**src/rtl/fp16_sched_pkg.sv**
```systemverilog
// Shared types, constants and per-stage datapath functions for the scheduled
// FP16 relaxed add/sub unit (denormal inputs read as zero, truncation, no NaN/Inf).
package fp16_sched_pkg;

  localparam int FP16_W     = 16;
  localparam int PIPE_DEPTH = 5;
  // Tag id is sized for the largest supported requester count (8).
  localparam int TAG_ID_W   = 3;

  localparam logic [15:0] ONE   = 16'h3C00;
  localparam logic [15:0] TWO   = 16'h4000;
  localparam logic [15:0] THREE = 16'h4200;

  typedef struct packed {
    logic                valid;
    logic [TAG_ID_W-1:0] id;
  } stage_tag_t;

  typedef struct packed {
    logic        sign;
    logic        eff_sub;
    logic [4:0]  exp;
    logic [10:0] big_man;
    logic [10:0] small_man;
    logic [4:0]  diff;
  } s0_t;

  typedef struct packed {
    logic        sign;
    logic        eff_sub;
    logic [4:0]  exp;
    logic [10:0] big_man;
    logic [10:0] small_al;
  } s1_t;

  typedef struct packed {
    logic        sign;
    logic [4:0]  exp;
    logic [11:0] sum;
  } s2_t;

  typedef struct packed {
    logic        sign;
    logic [4:0]  exp;
    logic [11:0] sum;
    logic        zero;
    logic [3:0]  shift;
  } s3_t;

  // S0: unpack, apply the subtract flag to y, order operands by magnitude.
  function automatic s0_t fp_s0(input logic [15:0] a, input logic [15:0] b, input logic sub);
    s0_t         r;
    logic        sign_b;
    logic        x_big;
    logic [10:0] man_a;
    logic [10:0] man_b;
    sign_b    = b[15] ^ sub;
    man_a     = (a[14:10] == 5'd0) ? 11'd0 : {1'b1, a[9:0]};
    man_b     = (b[14:10] == 5'd0) ? 11'd0 : {1'b1, b[9:0]};
    x_big     = (a[14:0] >= b[14:0]);
    r.sign    = x_big ? a[15] : sign_b;
    r.eff_sub = a[15] ^ sign_b;
    r.exp     = x_big ? a[14:10] : b[14:10];
    r.big_man = x_big ? man_a : man_b;
    r.small_man = x_big ? man_b : man_a;
    r.diff    = x_big ? (a[14:10] - b[14:10]) : (b[14:10] - a[14:10]);
    return r;
  endfunction

  // S1: align the smaller mantissa; shifted-out bits are discarded.
  function automatic s1_t fp_s1(input s0_t s);
    s1_t r;
    r.sign     = s.sign;
    r.eff_sub  = s.eff_sub;
    r.exp      = s.exp;
    r.big_man  = s.big_man;
    r.small_al = s.small_man >> s.diff;
    return r;
  endfunction

  // S2: magnitude add or subtract; big >= aligned small so the result is non-negative.
  function automatic s2_t fp_s2(input s1_t s);
    s2_t r;
    r.sign = s.sign;
    r.exp  = s.exp;
    r.sum  = s.eff_sub ? ({1'b0, s.big_man} - {1'b0, s.small_al})
                       : ({1'b0, s.big_man} + {1'b0, s.small_al});
    return r;
  endfunction

  // S3: zero detect and left-shift distance to bring the leading one to bit 10.
  function automatic s3_t fp_s3(input s2_t s);
    s3_t r;
    r.sign  = s.sign;
    r.exp   = s.exp;
    r.sum   = s.sum;
    r.zero  = (s.sum == 12'd0);
    r.shift = 4'd0;
    for (int p = 0; p < 11; p++) begin
      if (s.sum[p]) r.shift = 4'(10 - p);
    end
    return r;
  endfunction

  // S4: normalize and pack; underflow flushes to +0, exponent saturates at 31.
  function automatic logic [15:0] fp_s4(input s3_t s);
    logic signed [6:0] e;
    logic [10:0]       m;
    logic [15:0]       r;
    m = s.sum[10:0] << s.shift;
    if (s.sum[11]) e = $signed({2'b00, s.exp}) + 7'sd1;
    else           e = $signed({2'b00, s.exp}) - $signed({3'b000, s.shift});
    if (s.zero || e <= 7'sd0) begin
      r = 16'h0000;
    end else begin
      if (e > 7'sd31) e = 7'sd31;
      r = {s.sign, e[4:0], (s.sum[11] ? s.sum[10:1] : m[9:0])};
    end
    return r;
  endfunction

endpackage

```
**src/rtl/fp16_raddsub_sched_rr_arbiter.sv**
```systemverilog
// Pointer-rotated round-robin priority: the first requester at or after ptr wins.
module rr_arbiter #(
  parameter int NUM_REQ = 4,
  parameter int ID_W    = 2
) (
  input  logic [NUM_REQ-1:0] req,
  input  logic [ID_W-1:0]    ptr,
  output logic [NUM_REQ-1:0] grant,
  output logic [ID_W-1:0]    grant_idx,
  output logic               grant_valid
);

  int idx;

  always_comb begin
    grant       = '0;
    grant_idx   = '0;
    grant_valid = 1'b0;
    idx         = 0;
    for (int k = 0; k < NUM_REQ; k++) begin
      idx = int'(ptr) + k;
      if (idx >= NUM_REQ) idx = idx - NUM_REQ;
      for (int i = 0; i < NUM_REQ; i++) begin
        if (i == idx && req[i] && !grant_valid) begin
          grant[i]    = 1'b1;
          grant_idx   = ID_W'(i);
          grant_valid = 1'b1;
        end
      end
    end
  end

endmodule

```
**src/rtl/fp16_raddsub_sched.sv**
```systemverilog
// Round-robin scheduler sharing one 5-stage FP16 add/sub pipeline among NUM_REQ
// requesters; an {valid,id} tag rides alongside each op to steer its result back.
module fp16_raddsub_sched
  import fp16_sched_pkg::*;
#(
  parameter int NUM_REQ = 4,
  parameter int ID_W    = 2
) (
  input  logic                    clk,
  input  logic                    rst,
  input  logic [NUM_REQ-1:0]      req_valid,
  output logic [NUM_REQ-1:0]      req_ready,
  input  logic [16*NUM_REQ-1:0]   req_a,
  input  logic [16*NUM_REQ-1:0]   req_b,
  input  logic [NUM_REQ-1:0]      req_sub,
  input  logic                    flush,
  output logic [NUM_REQ-1:0]      resp_valid,
  output logic [15:0]             resp_data,
  output logic                    busy
);

  // Handshake: an op is accepted in the cycle where req_valid[i] && req_ready[i];
  // the requester must hold operands until then. Results have no backpressure.

  logic [NUM_REQ-1:0] req_eligible;
  logic [NUM_REQ-1:0] grant;
  logic [ID_W-1:0]    grant_idx;
  logic               grant_valid;
  logic [ID_W-1:0]    rr_ptr;

  logic [15:0] a_sel;
  logic [15:0] b_sel;
  logic        sub_sel;

  stage_tag_t tag0, tag1, tag2, tag3, out_tag;
  s0_t        s0_q;
  s1_t        s1_q;
  s2_t        s2_q;
  s3_t        s3_q;

  assign req_eligible = req_valid & {NUM_REQ{~flush & ~rst}};
  assign req_ready    = grant;

  rr_arbiter #(
    .NUM_REQ (NUM_REQ),
    .ID_W    (ID_W)
  ) u_arb (
    .req         (req_eligible),
    .ptr         (rr_ptr),
    .grant       (grant),
    .grant_idx   (grant_idx),
    .grant_valid (grant_valid)
  );

  always_comb begin
    a_sel   = '0;
    b_sel   = '0;
    sub_sel = 1'b0;
    for (int i = 0; i < NUM_REQ; i++) begin
      if (grant[i]) begin
        a_sel   = req_a[i*FP16_W +: FP16_W];
        b_sel   = req_b[i*FP16_W +: FP16_W];
        sub_sel = req_sub[i];
      end
    end
  end

  always_ff @(posedge clk or posedge rst) begin
    if (rst) begin
      rr_ptr <= '0;
    end else if (grant_valid) begin
      rr_ptr <= (int'(grant_idx) == NUM_REQ - 1) ? '0 : grant_idx + ID_W'(1);
    end
  end

  // Tag chain and result register. Flush kills every tag including the output
  // one; the result presented during the flush cycle itself is still seen.
  always_ff @(posedge clk or posedge rst) begin
    if (rst) begin
      tag0      <= '0;
      tag1      <= '0;
      tag2      <= '0;
      tag3      <= '0;
      out_tag   <= '0;
      resp_data <= '0;
    end else begin
      tag0.valid <= grant_valid;
      tag0.id    <= TAG_ID_W'(grant_idx);
      if (flush) begin
        tag1    <= '0;
        tag2    <= '0;
        tag3    <= '0;
        out_tag <= '0;
      end else begin
        tag1    <= tag0;
        tag2    <= tag1;
        tag3    <= tag2;
        out_tag <= tag3;
        if (tag3.valid) resp_data <= fp_s4(s3_q);
      end
    end
  end

  // Datapath payload needs no reset: it is only observed behind a valid tag.
  always_ff @(posedge clk) begin
    s0_q <= fp_s0(a_sel, b_sel, sub_sel);
    s1_q <= fp_s1(s0_q);
    s2_q <= fp_s2(s1_q);
    s3_q <= fp_s3(s2_q);
  end

  always_comb begin
    resp_valid = '0;
    for (int i = 0; i < NUM_REQ; i++) begin
      if (out_tag.valid && int'(out_tag.id) == i) resp_valid[i] = 1'b1;
    end
  end

  assign busy = tag0.valid | tag1.valid | tag2.valid | tag3.valid | out_tag.valid;

endmodule

```
**config.mk**
```make
export PLATFORM = sky130hd
export DESIGN_NAME = fp16_raddsub_sched
export DESIGN_NICKNAME = d
export VERILOG_FILES = /design/src/rtl/fp16_sched_pkg.sv /design/src/rtl/fp16_raddsub_sched_rr_arbiter.sv /design/src/rtl/fp16_raddsub_sched.sv
export SDC_FILE = /design/constraint.sdc
export NUM_CORES = 1
export LEC_CHECK = 0
export BUFFER_PORTS_ARGS = -buffer_cell sky130_fd_sc_hd__buf_2
export CAP_MARGIN = 15
export CORE_AREA = 8 8 121 123
export CTS_CLUSTER_DIAMETER = 30
export DETAILED_ROUTE_END_ITERATION = 16
export DIE_AREA = 0 0 129 131
export PLACE_DENSITY = 0.85
export SLEW_MARGIN = 25
export SYNTH_ARGS = -nofsm -noshare
export SYNTH_HDL_FRONTEND = slang
export SYNTH_HIERARCHICAL = 1
export SYNTH_SLANG_ARGS = --single-unit
```
**constraint.sdc**
```tcl
create_clock -name clk -period 7.3 [get_ports clk]
set_clock_uncertainty 0.1 [all_clocks]
set_input_delay 1.46 -clock clk [delete_from_list [all_inputs] [get_ports clk]]
set_output_delay 1.46 -clock clk [all_outputs]
set_load 0.05 [all_outputs]
```
Yosys cells after proc, flatten, opt, wreduce, memory -nomap -nowiden
Cells that the tools add are included.

Flip-flop bits (word level): 141. Bits in latches: 0. Bits in writable memories: 0. Memory bits (read-only): 0. Output and inout port bits: 25. Word-level logic and storage cells: 241. Memories kept: 0.

Add/sub/neg operators: 14. Multiply operators: 0. Divide/modulo/power cells: 0. Order comparisons: 7. Eq/ne operators: 16. Shift-type cells: 2. Multiplexer cells: 95. Bitwise logic cells: 10. Reduce and logical (&&, ||, !) cells: 63.

Operators with widths (number): $eq A3 B32 Y1 const A (8); $mux W16 (9); $eq A2 B32 Y1 const A (4); $logic_not A32 Y1 (4); $mux W32 (4); $ge A32 B4 Y1 const B (3); $sub A32 B4 Y32 const B (3); $mux W11 (4); $mux W1 (42); $logic_and A1 B1 Y1 (35); $mux W2 (17); $mux W4 (7); $mux W7 (3); $ge A15 B15 Y1 (1); $logic_not A1 Y1 (15); $mux W5 (3); $add A11 B11 Y12 (1); $logic_not A12 Y1 (1); $mux W12 (1); $mux W3 (4); $sub A11 B11 Y12 (1); $shl A11 B4 Y10 (1); $shr A11 B5 Y11 (1); $logic_not A5 Y1 (2); other kinds (25) (33).

Depth between registers and ports, before layout
Depth in word-level cells: 54. Gate-level depth with buffers: 23.

Hierarchy
The synthesis kept the hierarchy.

Modules (own cells, without submodules): fp16_raddsub_sched (instances 1, cells each 765, area each 7164.4 um^2, sequential area each 2907.8 um^2); rr_arbiter (instances 1, cells each 32, area each 217.7 um^2, sequential area each 0.0 um^2).

Worst setup path after synthesis
OpenSTA, ideal clock, no wires.

Path type: input -> register. Start point: in flush. End point: reg s0_q[25] (netlist name). Library setup time: 132 ps. Data arrival time: 5499 ps. Data required time: 7068 ps. Path slack: 1569 ps. Stages: 21. Buffers on the path: 6. Cell sequence: nor2_1 -> and2_1 -> buf_4 -> nor2_1 -> o21bai_1 -> a21boi_1 -> buf_2 -> clkbuf_1 -> buf_2 -> a221oi_1 -> nor3_1 -> a21oi_1 -> inv_1 -> ha_1 -> a21oi_1 -> o21ai_0 -> a21oi_1 -> o31a_1 -> buf_2 -> clkbuf_1 -> o31ai_1.

RTL lines: start: declaration (RTL line fp16_raddsub_sched.sv:16) `input logic flush,`; $not A1 Y1 (no source line) (*); $and A1 B1 Y1 (*) (RTL line fp16_raddsub_sched.sv:41) `assign req_eligible = req_valid & {NUM_REQ{~flush & ~rst}};`; $and A4 B4 Y4 (*) (RTL line fp16_raddsub_sched.sv:41); named net req_eligible[0] (RTL line fp16_raddsub_sched.sv:25) `logic [NUM_REQ-1:0] req_eligible;`; $logic_and A1 B1 Y1 (RTL line fp16_raddsub_sched_rr_arbiter.sv:24) `if (i == idx && req[i] && !grant_valid) begin`; $mux W1 (RTL line fp16_raddsub_sched_rr_arbiter.sv:24); $logic_not A1 Y1 (RTL line fp16_raddsub_sched_rr_arbiter.sv:24); $logic_and A1 B1 Y1 (RTL line fp16_raddsub_sched_rr_arbiter.sv:24); (+35 left out); $logic_and A1 B1 Y1 (RTL line fp16_raddsub_sched_rr_arbiter.sv:24); $mux W1 (RTL line fp16_raddsub_sched_rr_arbiter.sv:24); $logic_not A1 Y1 (RTL line fp16_raddsub_sched_rr_arbiter.sv:24); $logic_and A1 B1 Y1 (RTL line fp16_raddsub_sched_rr_arbiter.sv:24); $mux W1 (*) (RTL line fp16_raddsub_sched_rr_arbiter.sv:24); named net req_ready[2] (RTL line fp16_raddsub_sched.sv:12) `output logic [NUM_REQ-1:0] req_ready,`; parallel branches: the longest is 4 deep, another holds $ge A15 B15 Y1; $mux W11 (*) (RTL line fp16_sched_pkg.sv:64) `r.big_man = x_big ? man_a : man_b;`; end signal: assignment (RTL line fp16_raddsub_sched.sv:106) `s0_q <= fp_s0(a_sel, b_sel, sub_sel);`; end: declaration (RTL line fp16_raddsub_sched.sv:36) `s0_t s0_q;`.

Mark *: on every way through the listed nets, which the timed path passes. A chain may end at the register's enable or synchronous reset.

Worst setup path in the final report
Start point: in flush. End point: reg s0_q[6] (netlist name).

Cells in the longest elaborated chain, start to end: 54.

Ends and longest elaborated chain: $not A1 Y1 (no source line) (*); $and A1 B1 Y1 (*) (RTL line fp16_raddsub_sched.sv:41); $and A4 B4 Y4 (*) (RTL line fp16_raddsub_sched.sv:41); named net req_eligible[0] (RTL line fp16_raddsub_sched.sv:25); parallel branches: the longest is 50 deep, another holds $logic_and A1 B1 Y1; $mux W11 (*) (RTL line fp16_sched_pkg.sv:65) `r.small_man = x_big ? man_b : man_a;`.

Marks and branches as above.

==> reports/metrics.cfg <==
[sta]
hold_viol = 0
max_freq_mhz = 165
finalCritPeriodShare = 0.829
rsz0062_at_grt = no
maxSlewViolCount = 0
slew_headroom = 0.341
finalSetupViolations = 0
setup_tns_ns = 0
fin_crit_ns = 6.05
tightestPinTransition_ns = 0.986

[placed_design]
gp_congestion = 0.911
io_buffer_count = 163
dpl_cell_area_sq_um = 8220
dp_hpwl_um = 14200

[global_routing]
grt_first_pass_wirelength_um = 30400
grt_max_degree = 53
grt_remaining_overflow = 0
antenna_found_initial = 0
grt_pass1_vias = 6460
groute.usage.overall = 0.226

[cts]
ctsResizeCount = 0
cts_tree = built
postCtsHoldBufs = 0
cts-buffers-inserted = 17
clkSlewWorstSetupHoldPaths_ns = 0.06
h-tree-depth = 4
clk_path_buf_depth = 2
clock_latency_ns = 0.41
root_buffer = clkbuf_16
cts.sinks = 137
postCtsSetupRepairBufs = 0

[layout]
multi_input_area_sq_um = 4060
regArea_sq_um = 2910
nets = 1119
areaGrowthSynthToFinish_pct = 20.3
drive_gt1_frac = 0.244
fillers = 997
antenna_cells = 0
design_area_sq_um = 8880

[yosys]
synth_nets = 978
synthTopCellsByCount = dfxtp_1, a21oi_1, nand2_1
yosysTopAreaCell = dfxtp_1
synthesis.area_sq_um = 7380
yosysTopAreaCellShare = 0.282
synth_cells = 797
synth-seq-cells = 137
synthArstFlopShare = 0.241
synth_edf_count = 0
synth_most_common_cell = dfxtp_1
yosys_warnings = 6
synth_cell_types = 73
synthFlopType = dfxtp_1
yosysSeqAreaShare = 0.394
syn_avg_cell_area_sq_um = 9.26
synth.area.top_cells = dfxtp_1, dfrtp_1, ha_1

[critical_path]
cp-start-kind = primary input
cp.arrival_ns = 6.24
end_kind = flip-flop
path_class = primary input to flip-flop
slowest_stage = nor2b_2
r2r_end = s0_q[6]
r2r_cells = 14
worstPathCellList = buf_2 -> nor2_1 -> and2_1 -> nor2_1 -> o221a_2 -> nor2b_2 -> buf_4 -> a221oi_1 -> or2_2 -> ha_1 -> a21oi_1 -> o21ai_0 -> a21oi_1 -> o31a_1 -> buf_4 -> or3_1 -> o31ai_1
cp.required_ns = 7.49
reg2reg_slack_ns = 2.41
r2r_start = rr_ptr[1]
cp_max_fo = 35
slowest_delay_ns = 0.74

[floorplan]
ios = 164
start_util = 0.573
core_region_area_sq_um = 12900
fp.dieW_um = 129
row_count = 42
die-area_sq_um = 16900
die_y_um = 131

[power_and_ir_drop]
power.density_nw_per_um2 = 441
peakVddDrop_mv = 0.258
p_leak_uw = 0.00404

[route]
viasPerCell = 5.69
post_drt_wl_per_cell_um = 16.5
final_antenna_net_count = 0
drc = 0
finalWirelength_um = 18600
drt-initial-drc-count = 331
first_pass_iters = 5
vias = 6410

[run_status]
status = finished, final reports clean

[flow_run]
drv_cap = 0

[worst_hold_path]
hold_end = s1_q[24]
hold_path_depth = 0
hold_start = s0_q[29]
hold_path.class = flip-flop to flip-flop

[worst max path at each step]
stage | startpoint | end | cells past startpoint
final | flush | s0_q[6] | 17
after global routing | flush | s0_q[14] | 17
after CTS | flush | s0_q[6] | 17
after detailed placement | flush | s0_q[6] | 17
after global placement | flush | s0_q[8] | 17
after floorplan | flush | s0_q[25] | 21
[cell families (layout without fill, tap and decap cells)]
group | Yosys count | in the layout | synth area share
XOR/XNOR | 30 | 30 | 0.0356
AND/OR/NAND/NOR | 250 | 250 | 0.176
AO/OA/AOI/OAI | 202 | 202 | 0.190
multiplexers | 43 | 43 | 0.0717
adder cells (fa/ha/maj) | 42 | 42 | 0.0753
buffers and inverters | 93 | 247 | 0.0573
flip-flops | 137 | 137 | 0.394
[registers in the layout (all words and copies together) (netlist names)]
register and cells:
s1_q 29, rr_ptr 2, resp_data 16, s3_q 23, s2_q 18, tag1 3, s0_q 34, out_tag 3
tag3 3, tag2 3, tag0 3
[power by group]
part	total (uW)	internal [uW]	leakage, uW	switching, uW
Sequential	1270	1020	0.00130	250
Clock	914	611	0.000318	303
Combinational	1740	759	0.00242	978
Total	3920	2390	0.00404	1530
[stage by stage]
stage	util	cells	hold slack (ns)	setup slack (ns)	power [uW]
6_report	0.690	1127	0.225	1.25	3920
5_1_grt	0.690	1127	0.225	0.844	4180
4_1_cts	0.689	1126	0.224	1.30	3930
3_5_place_dp	0.638	1094	0.212	0.877	2970
3_3_place_gp	0.638	1094	0.210	1.04	2920
2_1_floorplan	-	797	0.210	1.57	2600
[metal layers]
metal | up-vias | share of wire | track usage
li1 | 3165 | - | -
met1 | 2966 | 0.40 | 0.247
met2 | 231 | 0.50 | 0.394
met3 | 48 | 0.062 | 0.0613
met4 | 0 | 0.040 | 0.121
met5 | - | 0 | 0
[cells in the final DEF (no fill, tap or decap), types with 4 or more instances in the layout]
master / n
dfrtp_1: 33
fa_1: 4
or3_1: 22
a21o_1: 6
xnor2_1: 20
buf_4: 6
o31ai_1: 23
o21ai_1: 7
and2_1: 5
nor4_1: 6
buf_2: 163
a221oi_1: 28
clkbuf_8: 4
mux4_2: 7
clkbuf_16: 17
xor2_1: 10
bufinv_16: 4
inv_1: 44
dfxtp_1: 104
o22ai_1: 6
nor2b_1: 40
nor2_1: 47
a211oi_1: 5
a21oi_1: 61
a221o_1: 4
o21ai_0: 20
nand2_1: 50
ha_1: 38
mux2_2: 9
nand2b_1: 7
nor3_1: 45
a22oi_1: 7
mux2i_1: 27
nand3_1: 5
[cell type report]
class                   count  area share
clock buffers              23      0.0550
repair buffers            170      0.0982
multi-input cells         567       0.458
flip-flops and latches    137       0.327
well taps                 176      0.0248
inverters                  45      0.0190
clock inverters             9      0.0180
[worst max-delay path, delay by kind of cell]
kind,cells,cell delay (ns)
and+or+nand+nor,6,1.93
AOI/OAI and AO/OA,7,1.63
buffers and inverters,3,0.79
adders and majority gates,1,0.41
No activity file was read; power rests on OpenSTA's default activity.
